--- src/rtl/cell_painter_pkg.sv ---
// Shared types, constants and helpers for the cell painter.
package cell_painter_pkg;

   // Grid geometry
   localparam int CELL_PX = 20;
   localparam int COLS    = 16;
   localparam int ROWS    = 12;

   // Pixel colour format used on the panel bus
   typedef logic [15:0] rgb565_t;

   localparam rgb565_t C_EMPTY  = 16'h0000;
   localparam rgb565_t C_HEAD   = 16'hFFE0;
   localparam rgb565_t C_BODY   = 16'h07E0;
   localparam rgb565_t C_APPLE  = 16'hF800;
   localparam rgb565_t C_BORDER = 16'h001F;
   localparam rgb565_t C_ERR    = 16'hF81F;

   // Object codes delivered by the scanner; 5..7 are treated as errors
   typedef enum logic [2:0] {
      OBJ_EMPTY  = 3'd0,
      OBJ_HEAD   = 3'd1,
      OBJ_BODY   = 3'd2,
      OBJ_APPLE  = 3'd3,
      OBJ_BORDER = 3'd4
   } obj_code_e;

   // Controller opcodes
   localparam logic [7:0] CASET = 8'h2A;
   localparam logic [7:0] PASET = 8'h2B;
   localparam logic [7:0] RAMWR = 8'h2C;

   // Pixel byte counter sizing
   localparam int PIX_BYTES = 2 * CELL_PX * CELL_PX;
   localparam int PIX_CNT_W = $clog2(PIX_BYTES);
   localparam logic [PIX_CNT_W-1:0] PIX_LAST = PIX_CNT_W'(PIX_BYTES - 1);
   localparam logic [PIX_CNT_W-1:0] CNT_ONE  = PIX_CNT_W'(1);

   // Sequencer states; each command/data state names the byte on the bus
   typedef enum logic [2:0] {
      ST_IDLE    = 3'd0,
      ST_CASET_C = 3'd1,
      ST_CASET_D = 3'd2,
      ST_PASET_C = 3'd3,
      ST_PASET_D = 3'd4,
      ST_RAMWR_C = 3'd5,
      ST_PIXELS  = 3'd6,
      ST_DONE    = 3'd7
   } state_e;

   // Map an object code to its fill colour
   function automatic rgb565_t obj_colour(input logic [2:0] code);
      rgb565_t c;
      case (obj_code_e'(code))
         OBJ_EMPTY:  c = C_EMPTY;
         OBJ_HEAD:   c = C_HEAD;
         OBJ_BODY:   c = C_BODY;
         OBJ_APPLE:  c = C_APPLE;
         OBJ_BORDER: c = C_BORDER;
         default:    c = C_ERR;
      endcase
      return c;
   endfunction

   // Select one of the four address bytes: start H, start L, end H, end L
   function automatic logic [7:0] coord_byte(input logic [15:0] a0,
                                             input logic [15:0] a1,
                                             input logic [1:0]  idx);
      logic [7:0] b;
      case (idx)
         2'd0:    b = a0[15:8];
         2'd1:    b = a0[7:0];
         2'd2:    b = a1[15:8];
         default: b = a1[7:0];
      endcase
      return b;
   endfunction

endpackage

--- src/rtl/cell_painter_lcd_byte_writer.sv ---
// Two-phase 8080 write strobe: one cycle with WRX low, one with WRX high,
// data and D/C held across both. ready is high whenever a new byte may be
// started in this cycle, so bytes can run back to back.
module lcd_byte_writer (
   input  logic       clk,
   input  logic       nrst,
   input  logic       start,
   input  logic [7:0] byte_i,
   input  logic       dc,
   output logic       lcd_wrx,
   output logic [7:0] lcd_d,
   output logic       lcd_dcx,
   output logic       ready
);

   logic       wrx_q, wrx_d;
   logic [7:0] d_q, d_d;
   logic       dcx_q, dcx_d;
   logic       low_q, low_d;   // high during phase L

   // Next-value logic: a start loads the byte and drops the strobe
   always_comb begin
      d_d   = d_q;
      dcx_d = dcx_q;
      low_d = start & ~low_q;
      wrx_d = ~(start & ~low_q);
      if (start && !low_q) begin
         d_d   = byte_i;
         dcx_d = dc;
      end
   end

   // Output registers
   always_ff @(posedge clk) begin
      if (!nrst) begin
         wrx_q <= 1'b1;
         d_q   <= 8'h00;
         dcx_q <= 1'b1;
         low_q <= 1'b0;
      end else begin
         wrx_q <= wrx_d;
         d_q   <= d_d;
         dcx_q <= dcx_d;
         low_q <= low_d;
      end
   end

   assign lcd_wrx = wrx_q;
   assign lcd_d   = d_q;
   assign lcd_dcx = dcx_q;
   assign ready   = ~low_q;

endmodule

--- src/rtl/cell_painter.sv ---
// Paints one grid cell as a CELL_PX x CELL_PX RGB565 block on an 8080 TFT:
// CASET, PASET, RAMWR, then the pixel stream, then a cmd_done pulse.
module cell_painter
   import cell_painter_pkg::*;
(
   input  logic       clk,
   input  logic       nrst,
   input  logic       en_update,
   input  logic [3:0] x,
   input  logic [3:0] y,
   input  logic [2:0] obj_code,
   output logic       cmd_done,
   output logic       busy,
   output logic       lcd_csx,
   output logic       lcd_dcx,
   output logic       lcd_wrx,
   output logic [7:0] lcd_d
);

   localparam logic [15:0] CELL_W = 16'(CELL_PX);
   localparam logic [3:0]  ROWS_W = 4'(ROWS);

   state_e                 state_q, state_d;
   logic [3:0]             x_q, x_d;
   logic [3:0]             y_q, y_d;
   rgb565_t                colour_q, colour_d;
   logic [PIX_CNT_W-1:0]   cnt_q, cnt_d;

   logic                   wr_start;
   logic [7:0]             wr_byte;
   logic                   wr_dc;
   logic                   wr_ready;

   logic [15:0]            x0, x1, y0, y1;

   // Cell rectangle in panel coordinates
   assign x0 = {12'd0, x_q} * CELL_W;
   assign x1 = x0 + CELL_W - 16'd1;
   assign y0 = {12'd0, y_q} * CELL_W;
   assign y1 = y0 + CELL_W - 16'd1;

   lcd_byte_writer u_writer (
      .clk     (clk),
      .nrst    (nrst),
      .start   (wr_start),
      .byte_i  (wr_byte),
      .dc      (wr_dc),
      .lcd_wrx (lcd_wrx),
      .lcd_d   (lcd_d),
      .lcd_dcx (lcd_dcx),
      .ready   (wr_ready)
   );

   // Sequencer: picks the next byte whenever the writer can accept one
   always_comb begin
      state_d  = state_q;
      x_d      = x_q;
      y_d      = y_q;
      colour_d = colour_q;
      cnt_d    = cnt_q;
      wr_start = 1'b0;
      wr_byte  = 8'h00;
      wr_dc    = 1'b1;
      case (state_q)
         ST_IDLE: begin
            if (en_update) begin
               x_d      = x;
               y_d      = y;
               colour_d = obj_colour(obj_code);
               cnt_d    = '0;
               if (y >= ROWS_W) begin
                  // Row outside the grid: acknowledge without touching the bus
                  state_d = ST_DONE;
               end else begin
                  wr_start = 1'b1;
                  wr_byte  = CASET;
                  wr_dc    = 1'b0;
                  state_d  = ST_CASET_C;
               end
            end
         end
         ST_CASET_C: begin
            if (wr_ready) begin
               wr_start = 1'b1;
               wr_byte  = coord_byte(x0, x1, 2'd0);
               cnt_d    = '0;
               state_d  = ST_CASET_D;
            end
         end
         ST_CASET_D: begin
            if (wr_ready) begin
               wr_start = 1'b1;
               if (cnt_q[1:0] == 2'd3) begin
                  wr_byte = PASET;
                  wr_dc   = 1'b0;
                  state_d = ST_PASET_C;
               end else begin
                  cnt_d   = cnt_q + CNT_ONE;
                  wr_byte = coord_byte(x0, x1, cnt_q[1:0] + 2'd1);
               end
            end
         end
         ST_PASET_C: begin
            if (wr_ready) begin
               wr_start = 1'b1;
               wr_byte  = coord_byte(y0, y1, 2'd0);
               cnt_d    = '0;
               state_d  = ST_PASET_D;
            end
         end
         ST_PASET_D: begin
            if (wr_ready) begin
               wr_start = 1'b1;
               if (cnt_q[1:0] == 2'd3) begin
                  wr_byte = RAMWR;
                  wr_dc   = 1'b0;
                  state_d = ST_RAMWR_C;
               end else begin
                  cnt_d   = cnt_q + CNT_ONE;
                  wr_byte = coord_byte(y0, y1, cnt_q[1:0] + 2'd1);
               end
            end
         end
         ST_RAMWR_C: begin
            if (wr_ready) begin
               wr_start = 1'b1;
               wr_byte  = colour_q[15:8];
               cnt_d    = '0;
               state_d  = ST_PIXELS;
            end
         end
         ST_PIXELS: begin
            if (wr_ready) begin
               if (cnt_q == PIX_LAST) begin
                  state_d = ST_DONE;
               end else begin
                  // Even counter values are high bytes, so the next is the opposite half
                  wr_start = 1'b1;
                  cnt_d    = cnt_q + CNT_ONE;
                  wr_byte  = cnt_q[0] ? colour_q[15:8] : colour_q[7:0];
               end
            end
         end
         ST_DONE: begin
            state_d = ST_IDLE;
         end
         default: begin
            state_d = ST_IDLE;
         end
      endcase
   end

   // Sequencer registers
   always_ff @(posedge clk) begin
      if (!nrst) begin
         state_q  <= ST_IDLE;
         x_q      <= 4'd0;
         y_q      <= 4'd0;
         colour_q <= C_EMPTY;
         cnt_q    <= '0;
      end else begin
         state_q  <= state_d;
         x_q      <= x_d;
         y_q      <= y_d;
         colour_q <= colour_d;
         cnt_q    <= cnt_d;
      end
   end

   assign busy     = (state_q != ST_IDLE);
   assign cmd_done = (state_q == ST_DONE);
   assign lcd_csx  = (state_q == ST_IDLE) || (state_q == ST_DONE);

endmodule

--- config.mk ---
export PLATFORM = sky130hd
export DESIGN_NAME = cell_painter
export DESIGN_NICKNAME = d
export VERILOG_FILES = /design/src/rtl/cell_painter_pkg.sv /design/src/rtl/cell_painter_lcd_byte_writer.sv /design/src/rtl/cell_painter.sv
export SDC_FILE = /design/constraint.sdc
export NUM_CORES = 1
export LEC_CHECK = 0
export CORE_MARGIN = 2
export CORE_UTILIZATION = 51
export CTS_CLUSTER_DIAMETER = 30
export CTS_CLUSTER_SIZE = 28
export DETAILED_ROUTE_END_ITERATION = 10
export PLACE_DENSITY = 0.81
export SYNTH_ARGS = -nofsm -noshare
export SYNTH_HDL_FRONTEND = slang
export SYNTH_SLANG_ARGS = --single-unit
--- constraint.sdc ---
create_clock -name clk -period 2.1 [get_ports clk]
set_input_delay 0.42 -clock clk [delete_from_list [all_inputs] [get_ports clk]]
set_output_delay 0.42 -clock clk [all_outputs]
set_load 0.02 [all_outputs]
==> impl_summary.md, run 1 <==
Outcome
The run finished, with violations left. The checks that failed: negative setup slack.

Routing
Using the TritonRoute via totals, the vias-per-cell ratio works out to 5.73. In this run, the number of DRC markers left after iteration 0 of detailed routing was 199. For this run, design rule violations remaining after detail routing come to 0. The remaining antenna violation count is 0.

The via count of the routed design is 2292. The final layout contains routed wiring with a total length of 6420 um. Dividing the detail-routed wire length by the instance count gives 16.1 um. The first-pass detailed-route iteration total is 4.

Worst setup path
The number of cells on the worst reg-to-reg path is 9. The setup path with the least slack is of type reg -> reg. STA classifies the critical path startpoint as a flip-flop.

The worst-path maximum fanout is 2. For the worst setup path, the data required time is 2.28 ns. STA classifies the critical path endpoint as a flip-flop. The data arrival time of the critical path is 2.36 ns.

Logic synthesis
The number of nets in the synthesized netlist is 321. In the synthesized netlist the dominant register cell turns out to be dfxtp_1. The gate count of the mapped netlist is 291. After synthesis, flip-flops and latches occupy 29.2% of the total area. The synthesized area per cell is 8.26 um^2. The number of warnings reported in the yosys synthesis log is 0. Counting flops and latches in the post-synthesis netlist gives 35. In this run, synthesis inferred 0 flip-flops with an integrated enable. Counting flops with an async set or reset pin after synthesis yields a share of 0%. Counting distinct cell types in the post-synthesis netlist gives 62. The synthesized cell area is 0.00240 mm^2.

Timing
For the finished layout, the period the worst path requires is 2.18 ns. Across all setup checks in the final design, the least slack found is -0.0792 ns. Setup repair after global routing could not meet its margin everywhere.

The total count of hold-check failures in the final report is 0. The final number of max-transition violations came to 0. In the finished design, the share of the clock period the worst path needs comes to 104%. The transition time at the pin with the least slew margin is 0.486 ns.

The highest attainable clock frequency is 0.459 GHz. Setup violations remaining at the end of the flow were counted as 3. The maximum clock skew at final layout is 0.0110 ns.

The worst slew margin relative to its limit is 67.4%.

Die
27 I/O pins were placed. The die is 72.7 um wide. The starting density of the core is 54.1%.

The total area inside the core boundary comes to 0.00444 mm^2. The die covers 0.00528 mm^2. The floorplan has 24 rows.

In this run the vertical extent of the chip is 72.7 um.

Placed design
The worst setup slack before clock tree synthesis is -0.147 ns. Buffers placed on the I/O ports in this run total 26. The placed standard-cell area is 0.00302 mm^2. The congestion estimate from routability-driven global placement came to 0.940. The number of placed instances, taps included, is 389. After legalization and detailed placement, the total HPWL measured 4680 um.

GRT
The total overflow left after global routing is 0. The total routing resource utilization after global routing is 25.4%. The number of global-route vias before repair is 2224.

The initial antenna violation count is 0. Entering global routing, the biggest net connects 16 pins. The first global-routing pass estimated 10300 um of wire.

Finish
The utilization after layout is 73.3%. The leading cell type in the layout, fill and taps excluded is buf_4. The area added between synthesis and finish is 35.5%. The total area of multi-input combinational cells is 0.00178 mm^2. The net count of the finished layout is 378. Leaving out filler cells and counting taps, the final layout contains 400.

Registers take 709 um^2. The post-route standard cell area excluding fillers is 0.00326 mm^2. Cells with a size suffix above 1 make up 27.6% of the layout. The count of antenna diodes in the layout is 0. The filler cell count is 333. The library cells used most frequently in the layout, excluding fill and tap cells, are buf_4, nand2_1, dfxtp_1, clkdlybuf4s50_1, nor2_1.

Power and ir drop
The power per standard cell area is 1170 mW/mm^2. Across the VDD grid, the largest voltage drop is 0.526 mV. In this run the static leakage power is 1.19 nW.

Clock network
The clock transition at the register clock pins on the worst setup and hold paths after CTS is 0.07 ns. TritonCTS built the clock tree. The root cell of the clock tree is clkbuf_8. The H-tree level count is 2. The worst-case clock buffer depth is 2. Counting the buffers created by CTS gives 5.

The sink count of the clock tree is 35. At the later pin of the worst-skew pair, clock insertion delay measures 0.30 ns.

Run
The total of max-cap violations is 0.

Worst hold path
Counting instances, the worst hold path has a depth of 2. The path class of the tightest hold or removal check is reg -> reg.
-- worst paths after layout --
path	end	slack (ns)	startpoint
min reg2reg	colour_q[4]	0.49	colour_q[4]
min	colour_q[4]	0.49	colour_q[4]
max reg2reg	u_writer.lcd_d[1]	-0.08	y_q[1]
max	u_writer.lcd_d[1]	-0.08	y_q[1]
-- worst max-delay path, cell delays in order (launching register included) --
cell       delay [ns]
dfxtp_2          0.34
ha_4             0.24
ha_4             0.16
fa_2             0.35
xnor2_2          0.17
buf_4            0.15
nor4b_2          0.04
and3_1           0.21
a2111oi_4        0.34
nor2_1           0.06
-- repair_timing --
| item | in CTS | in global routing |
|---|---|---|
| hold buffers | 0 | 0 |
| gates cloned | 0 | 0 |
| setup endpoints to repair | 10 | 18 |
| resized for setup | 8 | 16 |
| pin swaps | 12 | 10 |
| setup buffers | 2 | 2 |
-- cell usage after synthesis (3+ instances only) --
library cell	number	area share, %
nand2_1	36	5.6
dfxtp_1	35	29
nor2_1	24	3.7
a21oi_1	14	2.9
ha_1	14	7.3
xnor2_1	14	5.1
o21ai_0	11	2.3
a21boi_0	10	3.1
nand3_1	10	2.1
clkbuf_1	9	1.4
inv_1	9	1.4
nor3_1	8	1.7
nand2b_1	6	1.6
o22ai_1	6	1.6
nor2b_1	5	1.3
a22oi_1	4	1.2
buf_1	4	0.62
buf_2	4	0.83
a31oi_1	3	0.78
and2_1	3	0.78
nand4_1	3	0.78
nor4_2	3	1.6
nor4b_1	3	1.1
o21a_1	3	0.94
xor2_1	3	1.1
-- metrics by stage --
step / hold slack [ns] / TNS [ns] / total power, mW
detailed placement: 0.482 / -0.439 / 3.17
finish: 0.488 / -0.187 / 3.81
global route: 0.522 / -0.749 / 4.07
CTS: 0.499 / -0.133 / 3.72
global placement: 0.472 / -0.167 / 3.11
floorplan: 0.439 / -0.0723 / 2.38
-- state kept, by name, summed over array words and instances (netlist names) --
signal / count
cnt_q: 10
state_q: 3
u_writer.lcd_dcx: 1
y_q: 4
u_writer.lcd_wrx: 1
u_writer.lcd_d: 8
colour_q: 3
u_writer.low_q: 1
x_q: 4
-- layer usage --
| layer | wire length [um] | vias up | global-route usage, % |
|---|---|---|---|
| met1 | 2700 | 1074 | 30.8 |
| met2 | 3260 | 57 | 43.2 |
| met5 | 0 | - | 0 |
| met3 | 305 | 15 | 5.39 |
| met4 | 155 | 0 | 11.3 |
| li1 | - | 1146 | - |
-- power breakdown --
part	switching (mW)	total, mW	internal (mW)
Sequential	0.139	0.975	0.837
Clock	0.239	0.496	0.257
Combinational	1.29	2.33	1.04
-- area by class of cell --
type	count	share of cell area [%]
clock buffers	6	2.54
clock inverters	1	0.154
inverters	9	1.04
multi-input cells	228	54.5
flip-flops and latches	35	21.8
well taps	52	2.00
repair buffers	69	18.0
-- cells by family after synthesis --
family	share of synthesized area, %
mux	1.30
flops	29.2
simple gates	25.7
xor+xnor	6.19
buf+inv	4.89
fa+ha+maj	9.37
compound gates	23.4
No activity file was read; power rests on OpenSTA's default activity.
==> inputs of run 2 (changes only) <==
--- a/config.mk
+++ b/config.mk
@@ -5,10 +5,9 @@
 export SDC_FILE = /design/constraint.sdc
 export NUM_CORES = 1
 export LEC_CHECK = 0
-export CORE_MARGIN = 2
 export CORE_UTILIZATION = 51
 export CTS_CLUSTER_DIAMETER = 30
-export CTS_CLUSTER_SIZE = 28
+export CTS_CLUSTER_SIZE = 16
 export DETAILED_ROUTE_END_ITERATION = 10
 export PLACE_DENSITY = 0.81
 export SYNTH_ARGS = -nofsm -noshare
==> run 2 against run 1 <==
The flow finishes with violations (design-rule violations, negative setup slack). Die area down 5.4%. First-iteration DRC count increased by 44%. Maximum frequency is 3.7% lower. Clock power shrank 2%. Critical path type unchanged. Largest cell class unchanged.
==> impl_summary.md, run 2 (synthesis results as in run 1) <==
Outcome
The flow ran to the end, but the final reports show violations. The checks that failed: design-rule violations, negative setup slack.

Timing
The sum of negative setup slack is -0.308 ns (-0.121 ns). The final number of max-transition violations is 0 (unchanged). The share of the clock period used by the worst path after layout was 108% (+4.0 points). The total count of hold-check failures in the final report is 0 (unchanged). Setup repair after global routing could not meet its margin everywhere.

The maximum clock skew at final layout was 0.00688 ns (-0.00407 ns). The minimum period implied by the final worst setup slack is 2.26 ns (+0.0841 ns). The worst slew margin relative to its limit is 66.6% (-0.81 points). The number of setup violations in the final report came to 3 (unchanged). The worst-case setup margin in the final layout was -0.163 ns (-0.0841 ns). The worst hold slack is 0.486 ns (-0.00183 ns). The transition time at the pin with the least slew margin is 0.498 ns (+0.0121 ns).

The highest attainable clock frequency is 0.442 GHz (-3.7%).

Die
The die area is 0.00499 mm^2 (-5.4%). The standard cell core area is 0.00444 mm^2 (unchanged). The y dimension of the die is 70.7 um (-2.8%).

The x dimension of the die is 70.7 um (-2.8%). The top-level port count was 27 (unchanged). The starting density of the core is 54.1% (unchanged). The row count was 24 (unchanged).

Worst setup path
The worst-path maximum fanout is 3 (+1). STA classifies the critical path endpoint as a flip-flop. STA classifies the critical path startpoint as a flip-flop. The required time reported for the critical path endpoint was 2.29 ns (about the same). The data arrival time of the critical path is 2.45 ns (+0.09 ns). On the critical path, the stage with the largest delay is an instance of fa_2. The critical path is of the reg -> reg type. Among the stages of the critical path, the cell type that occurs most often is ha_4. The peak per-stage delay on the critical path is 0.55 ns (+0.20 ns). Walking the worst path, the cells encountered are ha_4 -> ha_4 -> fa_2 -> nand2_1 -> nor2_2 -> xor2_1 -> a221oi_2 -> o21ai_2 -> o221a_1.

Finish
The largest register by flop count is cnt_q. Relative to the synthesized area, the layout overhead comes to 34.0%. The share of post-route cells with drive strength above 1 is 26.4% (-1.1 points). The post-route standard cell area excluding fillers is 0.00322 mm^2 (-1.1%).

The net total in the final layout is 377 (-0.26%). The count of antenna diodes in the layout is 0 (unchanged). The number of flip-flops in the largest register is 10 (unchanged). The total area of multi-input combinational cells was 0.00175 mm^2 (-1.3%). The library cells used most frequently in the layout, excluding fill and tap cells, are buf_4, nand2_1, dfxtp_1, clkdlybuf4s50_1, nor2_1. The library cell used most frequently in the layout, excluding fill and tap cells, is buf_4.

The post-layout instance count excluding filler cells is 400 (unchanged). The footprint of the flip-flops and latches is 711 um^2 (+0.18%). The filler cell count was 324 (-2.7%).

Routing
The number of vias per cell is 6.09 (+6.3%). The count of routing violations after the opening detailed-route iteration was 286 (+44%). The average wire per standard cell is 16.7 um (+3.9%). The via count of the routed design is 2437 (+6.3%). The remaining antenna violation count is 0 (unchanged). The first-pass detailed-route iteration total was 9 (+5).

The DRC violations left is 2 (+2). The total routed wirelength is 6680 um (+3.9%).

Clock network
The H-tree level count is 2 (unchanged). TritonCTS built the clock tree. The clock transition at the register clock pins on the worst setup and hold paths after CTS is 0.07 ns (about the same). The number of buffers created by CTS is 5 (unchanged). The source-to-sink clock delay at the later pin of the worst-skew pair is 0.30 ns (about the same).

The worst-case clock buffer depth is 2 (unchanged). The cts-stage hold buffer count is 0 (unchanged). In this run the clock root is driven by a clkbuf_8. The sink count of the clock tree came to 35 (unchanged).

GRT
The remaining global-route overflow is 0 (unchanged). The initial antenna violation count came to 0 (unchanged). The wire length of the first global-routing pass is 10800 um (+4.6%). The number of global-route vias before repair was 2345 (+5.4%). The total routing resource utilization after global routing is 27.7% (+2.3 points). The largest net degree at the start of global routing is 14 (-2).

Placed design
The final estimated routing congestion in global placement came to 0.957 (+1.8%). The worst setup slack before clock tree synthesis came to -0.168 ns (-0.0217 ns). The cell count after placement is 389 (unchanged). The placed standard-cell area is 0.00302 mm^2 (unchanged).

The port buffer count is 26 (unchanged). The HPWL reported at the end of detailed placement is 4790 um (+2.3%).

Power and ir drop
The largest vdd supply drop was 0.615 mV (+17%). The power per standard cell area is 1180 mW/mm^2 (+1.1%). The leakage power of the design was 1.19 nW (+0.10%).

Run
The total of max-cap violations is 0 (unchanged).

Worst hold path
The class of the most critical hold timing path is reg -> reg.
## run 2: where the power goes
group	total, mW	switching, mW	internal, mW
combinational	2.33	1.31	1.03
clock	0.486	0.253	0.233
sequential	0.987	0.149	0.838
total	3.80	1.71	2.10
## run 2: repair_timing
| action | in CTS | in global routing |
|---|---|---|
| cloned | 0 | 0 |
| pin swaps | 10 | 3 |
| resized for setup | 12 | 8 |
| setup endpoints to repair | 18 | 17 |
| setup buffers | 2 | 1 |
## run 2: path summary, 6_finish.rpt
kind,from,end,slack (ns),cells after the start
worst min register to register,colour_q[4],colour_q[4],0.49,2
worst min-delay path,colour_q[4],colour_q[4],0.49,2
worst max register to register,y_q[1],u_writer.lcd_d[0],-0.16,9
worst max-delay path,y_q[1],u_writer.lcd_d[0],-0.16,9
## run 2: metal layers
layer | global-route usage, % | part of all wire (%)
met1 | 32.3 | 41
met2 | 48.5 | 49
met3 | 6.13 | 6.2
met4 | 13.1 | 4.1
met5 | 0 | 0
## run 2: through the flow
step	total power [mW]	utilization, %
floorplan	2.38	-
global placement	3.10	67.9
detailed placement	3.18	67.9
CTS	3.71	71.3
global route	4.03	72.5
finish	3.80	72.5
## run 2: cell type report
cell class                      count  share of cell area (%)
Timing Repair Buffer               68                    17.9
Inverter                            9                    1.05
Clock buffer                        7                    2.37
Tap cell                           52                    2.02
Multi-Input combinational cell    228                    54.4
Sequential cell                    35                    22.1
Clock inverter                      1                   0.155
## run 2: worst max-delay path, delay by kind of cell, from the launching register on
| kind | cells | cell delay (ns) |
|---|---|---|
| AOI/OAI and AO/OA | 3 | 0.59 |
| xor gates and xnor gates | 1 | 0.10 |
| DFF | 1 | 0.34 |
| and+or+nand+nor | 2 | 0.18 |
| adders and majority gates | 3 | 0.95 |
==> inputs of run 3 (changes only) <==
--- a/config.mk
+++ b/config.mk
@@ -5,11 +5,12 @@
 export SDC_FILE = /design/constraint.sdc
 export NUM_CORES = 1
 export LEC_CHECK = 0
-export CORE_UTILIZATION = 51
-export CTS_CLUSTER_DIAMETER = 30
+export CAP_MARGIN = 20
+export CORE_UTILIZATION = 55
+export CTS_CLUSTER_DIAMETER = 200
 export CTS_CLUSTER_SIZE = 16
 export DETAILED_ROUTE_END_ITERATION = 10
-export PLACE_DENSITY = 0.81
+export PLACE_DENSITY = 0.83
 export SYNTH_ARGS = -nofsm -noshare
 export SYNTH_HDL_FRONTEND = slang
 export SYNTH_SLANG_ARGS = --single-unit
==> constraint.sdc (replaced) <==
create_clock -name clk -period 2.85 [get_ports clk]
set_input_delay 0.57 -clock clk [delete_from_list [all_inputs] [get_ports clk]]
set_output_delay 0.57 -clock clk [all_outputs]
set_load 0.02 [all_outputs]
==> run 3 against run 2 <==
The run now ends clean. Cell area decreased by 14%. Clock-buffer cell count unchanged. Via count decreased by 11%. Maximum frequency decreased by 12%. Die area decreased by 7.1%. Wire length decreased by 16%. Sequential cell count unchanged. Register-to-register slack improved by 0.45 ns. Clock power decreased by 28%. Final cell count decreased by 9.3%. Largest power group unchanged.
==> impl_summary.md, run 3 (synthesis results as in run 1) <==
Outcome
The flow ran to the end, and the final reports show no timing, DRC or antenna violations.

Clock network
The clock transition at the register clock pins on the worst setup and hold paths after CTS is 0.07 ns (about the same). TritonCTS built the clock tree. The H-tree level count is 2 (unchanged). The cts-stage hold buffer count was 0 (unchanged).

The sink count of the clock tree was 35 (unchanged). The number of buffers added for setup after CTS was 0 (-2). In this run the clock root is driven by a clkbuf_8. The worst-case clock buffer depth came to 2 (unchanged). The source-to-sink clock delay at the later pin of the worst-skew pair is 0.30 ns (about the same). The number of gates resized after cts came to 0 (-12). The number of buffers created by CTS is 5 (unchanged).

Routing
The number of vias per cell is 5.98 (-1.8%). The total routed wirelength is 5580 um (-16%). The first-pass detailed-route iteration total is 4 (-5). The DRC violations left is 0 (-2). The count of routing violations after the opening detailed-route iteration was 259 (-9.4%). The via count of the routed design is 2171 (-11%). The remaining antenna violation count is 0 (unchanged).

The average wire per standard cell is 15.4 um (-8.0%).

Timing
The minimum period implied by the final worst setup slack came to 2.56 ns (+0.301 ns). The share of the clock period used by the worst path after layout is 90.0% (-18 points). The worst slew margin relative to its limit is 49.7% (-17 points).

The final number of max-transition violations is 0 (unchanged). The transition time at the pin with the least slew margin is 0.753 ns (+0.255 ns). The total count of hold-check failures in the final report was 0 (unchanged).

The maximum clock skew at final layout is 0.00586 ns (-0.00102 ns). The sum of negative setup slack was 0 ns (+0.308 ns). Setup repair after global routing left no endpoint under its margin. The highest attainable clock frequency came to 0.390 GHz (-12%). The number of setup violations in the final report came to 0 (-3). The worst-case setup margin in the final layout was 0.286 ns (+0.449 ns).

Die
The starting density of the core is 58.8% (+4.7 points). The standard cell core area was 0.00409 mm^2 (-8.1%). The x dimension of the die is 68.1 um (-3.6%).

The y dimension of the die is 68.1 um (-3.6%). The row count came to 23 (-4.2%). The top-level port count was 27 (unchanged). The die area is 0.00464 mm^2 (-7.1%).

Worst setup path
The data arrival time of the critical path is 2.76 ns (+0.31 ns). The startpoint identified for the worst register-to-register timing path is y_q[3]. The critical path depth is 9 (unchanged). The cell family with the largest share of critical-path delay is adder cells.

Among all stages on the critical path, the largest delay is contributed by fa_1. The setup slack on the worst flop-to-flop path is 0.29 ns (+0.45 ns). By instance count, the cell type seen most on the critical path is ha_1. Traced cell by cell, the critical path runs through ha_1 -> ha_1 -> fa_1 -> xnor2_1 -> nor2_1 -> xor2_1 -> a221oi_1 -> o21ai_0 -> o221a_1.

The peak per-stage delay on the critical path is 0.38 ns (-0.17 ns). The most critical setup path has its endpoint at u_writer.lcd_d[0]. The number of cells on the worst reg-to-reg path was 9 (unchanged). In this run the critical register-to-register path is captured at u_writer.lcd_d[0]. The critical path starts at y_q[3].

The worst setup path is launched from a flip-flop. The required time reported for the critical path endpoint is 3.04 ns (+0.75 ns). The worst-path maximum fanout came to 4 (+1). The kind of end point of the critical path is a flip-flop. The type of the worst setup path is reg -> reg. The count of buffer and inverter cells on the critical path is 0 (unchanged).

Power and ir drop
The power per standard cell area came to 884 mW/mm^2 (-25%). The sum of internal, switching and leakage power was 2.46 mW (-35%). The largest vdd supply drop is 0.391 mV (-36%). The leakage power of the design is 0.990 nW (-17%).

Finish
The post-layout instance count excluding filler cells was 363 (-9.3%). Ranked by flip-flop count, first place goes to cnt_q. The total area of multi-input combinational cells is 0.00159 mm^2 (-9.5%). The number of flip-flops in the largest register was 10 (unchanged). The library cells used most frequently in the layout, excluding fill and tap cells, are nand2_1, dfxtp_1, clkdlybuf4s50_1, nor2_1. The leading cell type in the layout, fill and taps excluded is nand2_1. The net total in the final layout is 342 (-9.3%). The count of antenna diodes in the layout is 0 (unchanged). The filler cell count is 337 (+4.0%).

The share of post-route cells with drive strength above 1 is 9.58% (-17 points). Compared with the post-synthesis result, the final layout area differs by 15.6%. The footprint of the flip-flops and latches came to 703 um^2 (-1.1%). The post-route standard cell area excluding fillers was 0.00278 mm^2 (-14%).

Placed design
The final estimated routing congestion in global placement is 0.969 (+1.3%). The cell count after placement was 355 (-8.7%). The HPWL reported at the end of detailed placement was 4110 um (-14%). The placed standard-cell area was 0.00270 mm^2 (-11%). The worst setup slack before clock tree synthesis came to 0.278 ns (+0.446 ns). The port buffer count is 26 (unchanged).

GRT
The remaining global-route overflow was 0 (unchanged). The largest net degree at the start of global routing is 21 (+7). The wire length of the first global-routing pass is 9400 um (-13%). The number of global-route vias before repair came to 2060 (-12%).

The total routing resource utilization after global routing is 27.6% (-0.13 points). The initial antenna violation count is 0 (unchanged).

Worst hold path
The class of the most critical hold timing path is reg -> reg.

Run
The total of max-cap violations is 0 (unchanged).
-- run 3: cell types whose count changed in the layout (fill, tap and decap cells not counted), moves of 3 or more --
cell / delta
buf_4: -34
ha_4: -5
dfxtp_1: +4
ha_1: +6
xnor2_2: -3
dfxtp_2: -3
xnor2_1: +3
-- run 3: report_power, final --
| group | internal, mW | total (mW) | switching (mW) |
|---|---|---|---|
| Clock | 0.171 | 0.350 | 0.179 |
| Combinational | 0.554 | 1.31 | 0.753 |
| Sequential | 0.616 | 0.799 | 0.184 |
-- run 3: worst min-delay path by stage --
stage                startpoint  cells after the start     endpoint
floorplan           colour_q[4]                      2  colour_q[4]
CTS                 colour_q[4]                      2  colour_q[4]
global placement    colour_q[4]                      2  colour_q[4]
finish              colour_q[4]                      2  colour_q[4]
detailed placement  colour_q[4]                      2  colour_q[4]
global route             x_q[0]                      2       x_q[0]
-- run 3: tightest hold or removal path: stages, from the launching register on --
cell and delay, ns:
dfxtp_1 0.31, nand2_1 0.05, a21boi_0 0.06
-- run 3: final cells by class --
cell class / count / area share [%]
multi-input combinational: 228 / 57.0
sequential: 35 / 25.3
timing repair buffer: 33 / 11.3
clock buffer: 7 / 2.75
tap: 50 / 2.25
inverter: 9 / 1.22
clock inverter: 1 / 0.180
-- run 3: layer usage --
metal	routed length [um]	vias to the layer above	GRT usage, %
met5	0	-	0
met4	270	0	17.4
met3	308	22	4.67
met2	2520	71	42.8
met1	2480	998	35.2
li1	-	1080	-
-- run 3: per-stage QoR --
step / utilization (%) / hold slack, ns
after detailed placement: 66.0 / 0.471
final: 68.0 / 0.471
after CTS: 67.9 / 0.480
after global placement: 66.0 / 0.466
after global routing: 68.0 / 0.509
after floorplan: - / 0.439
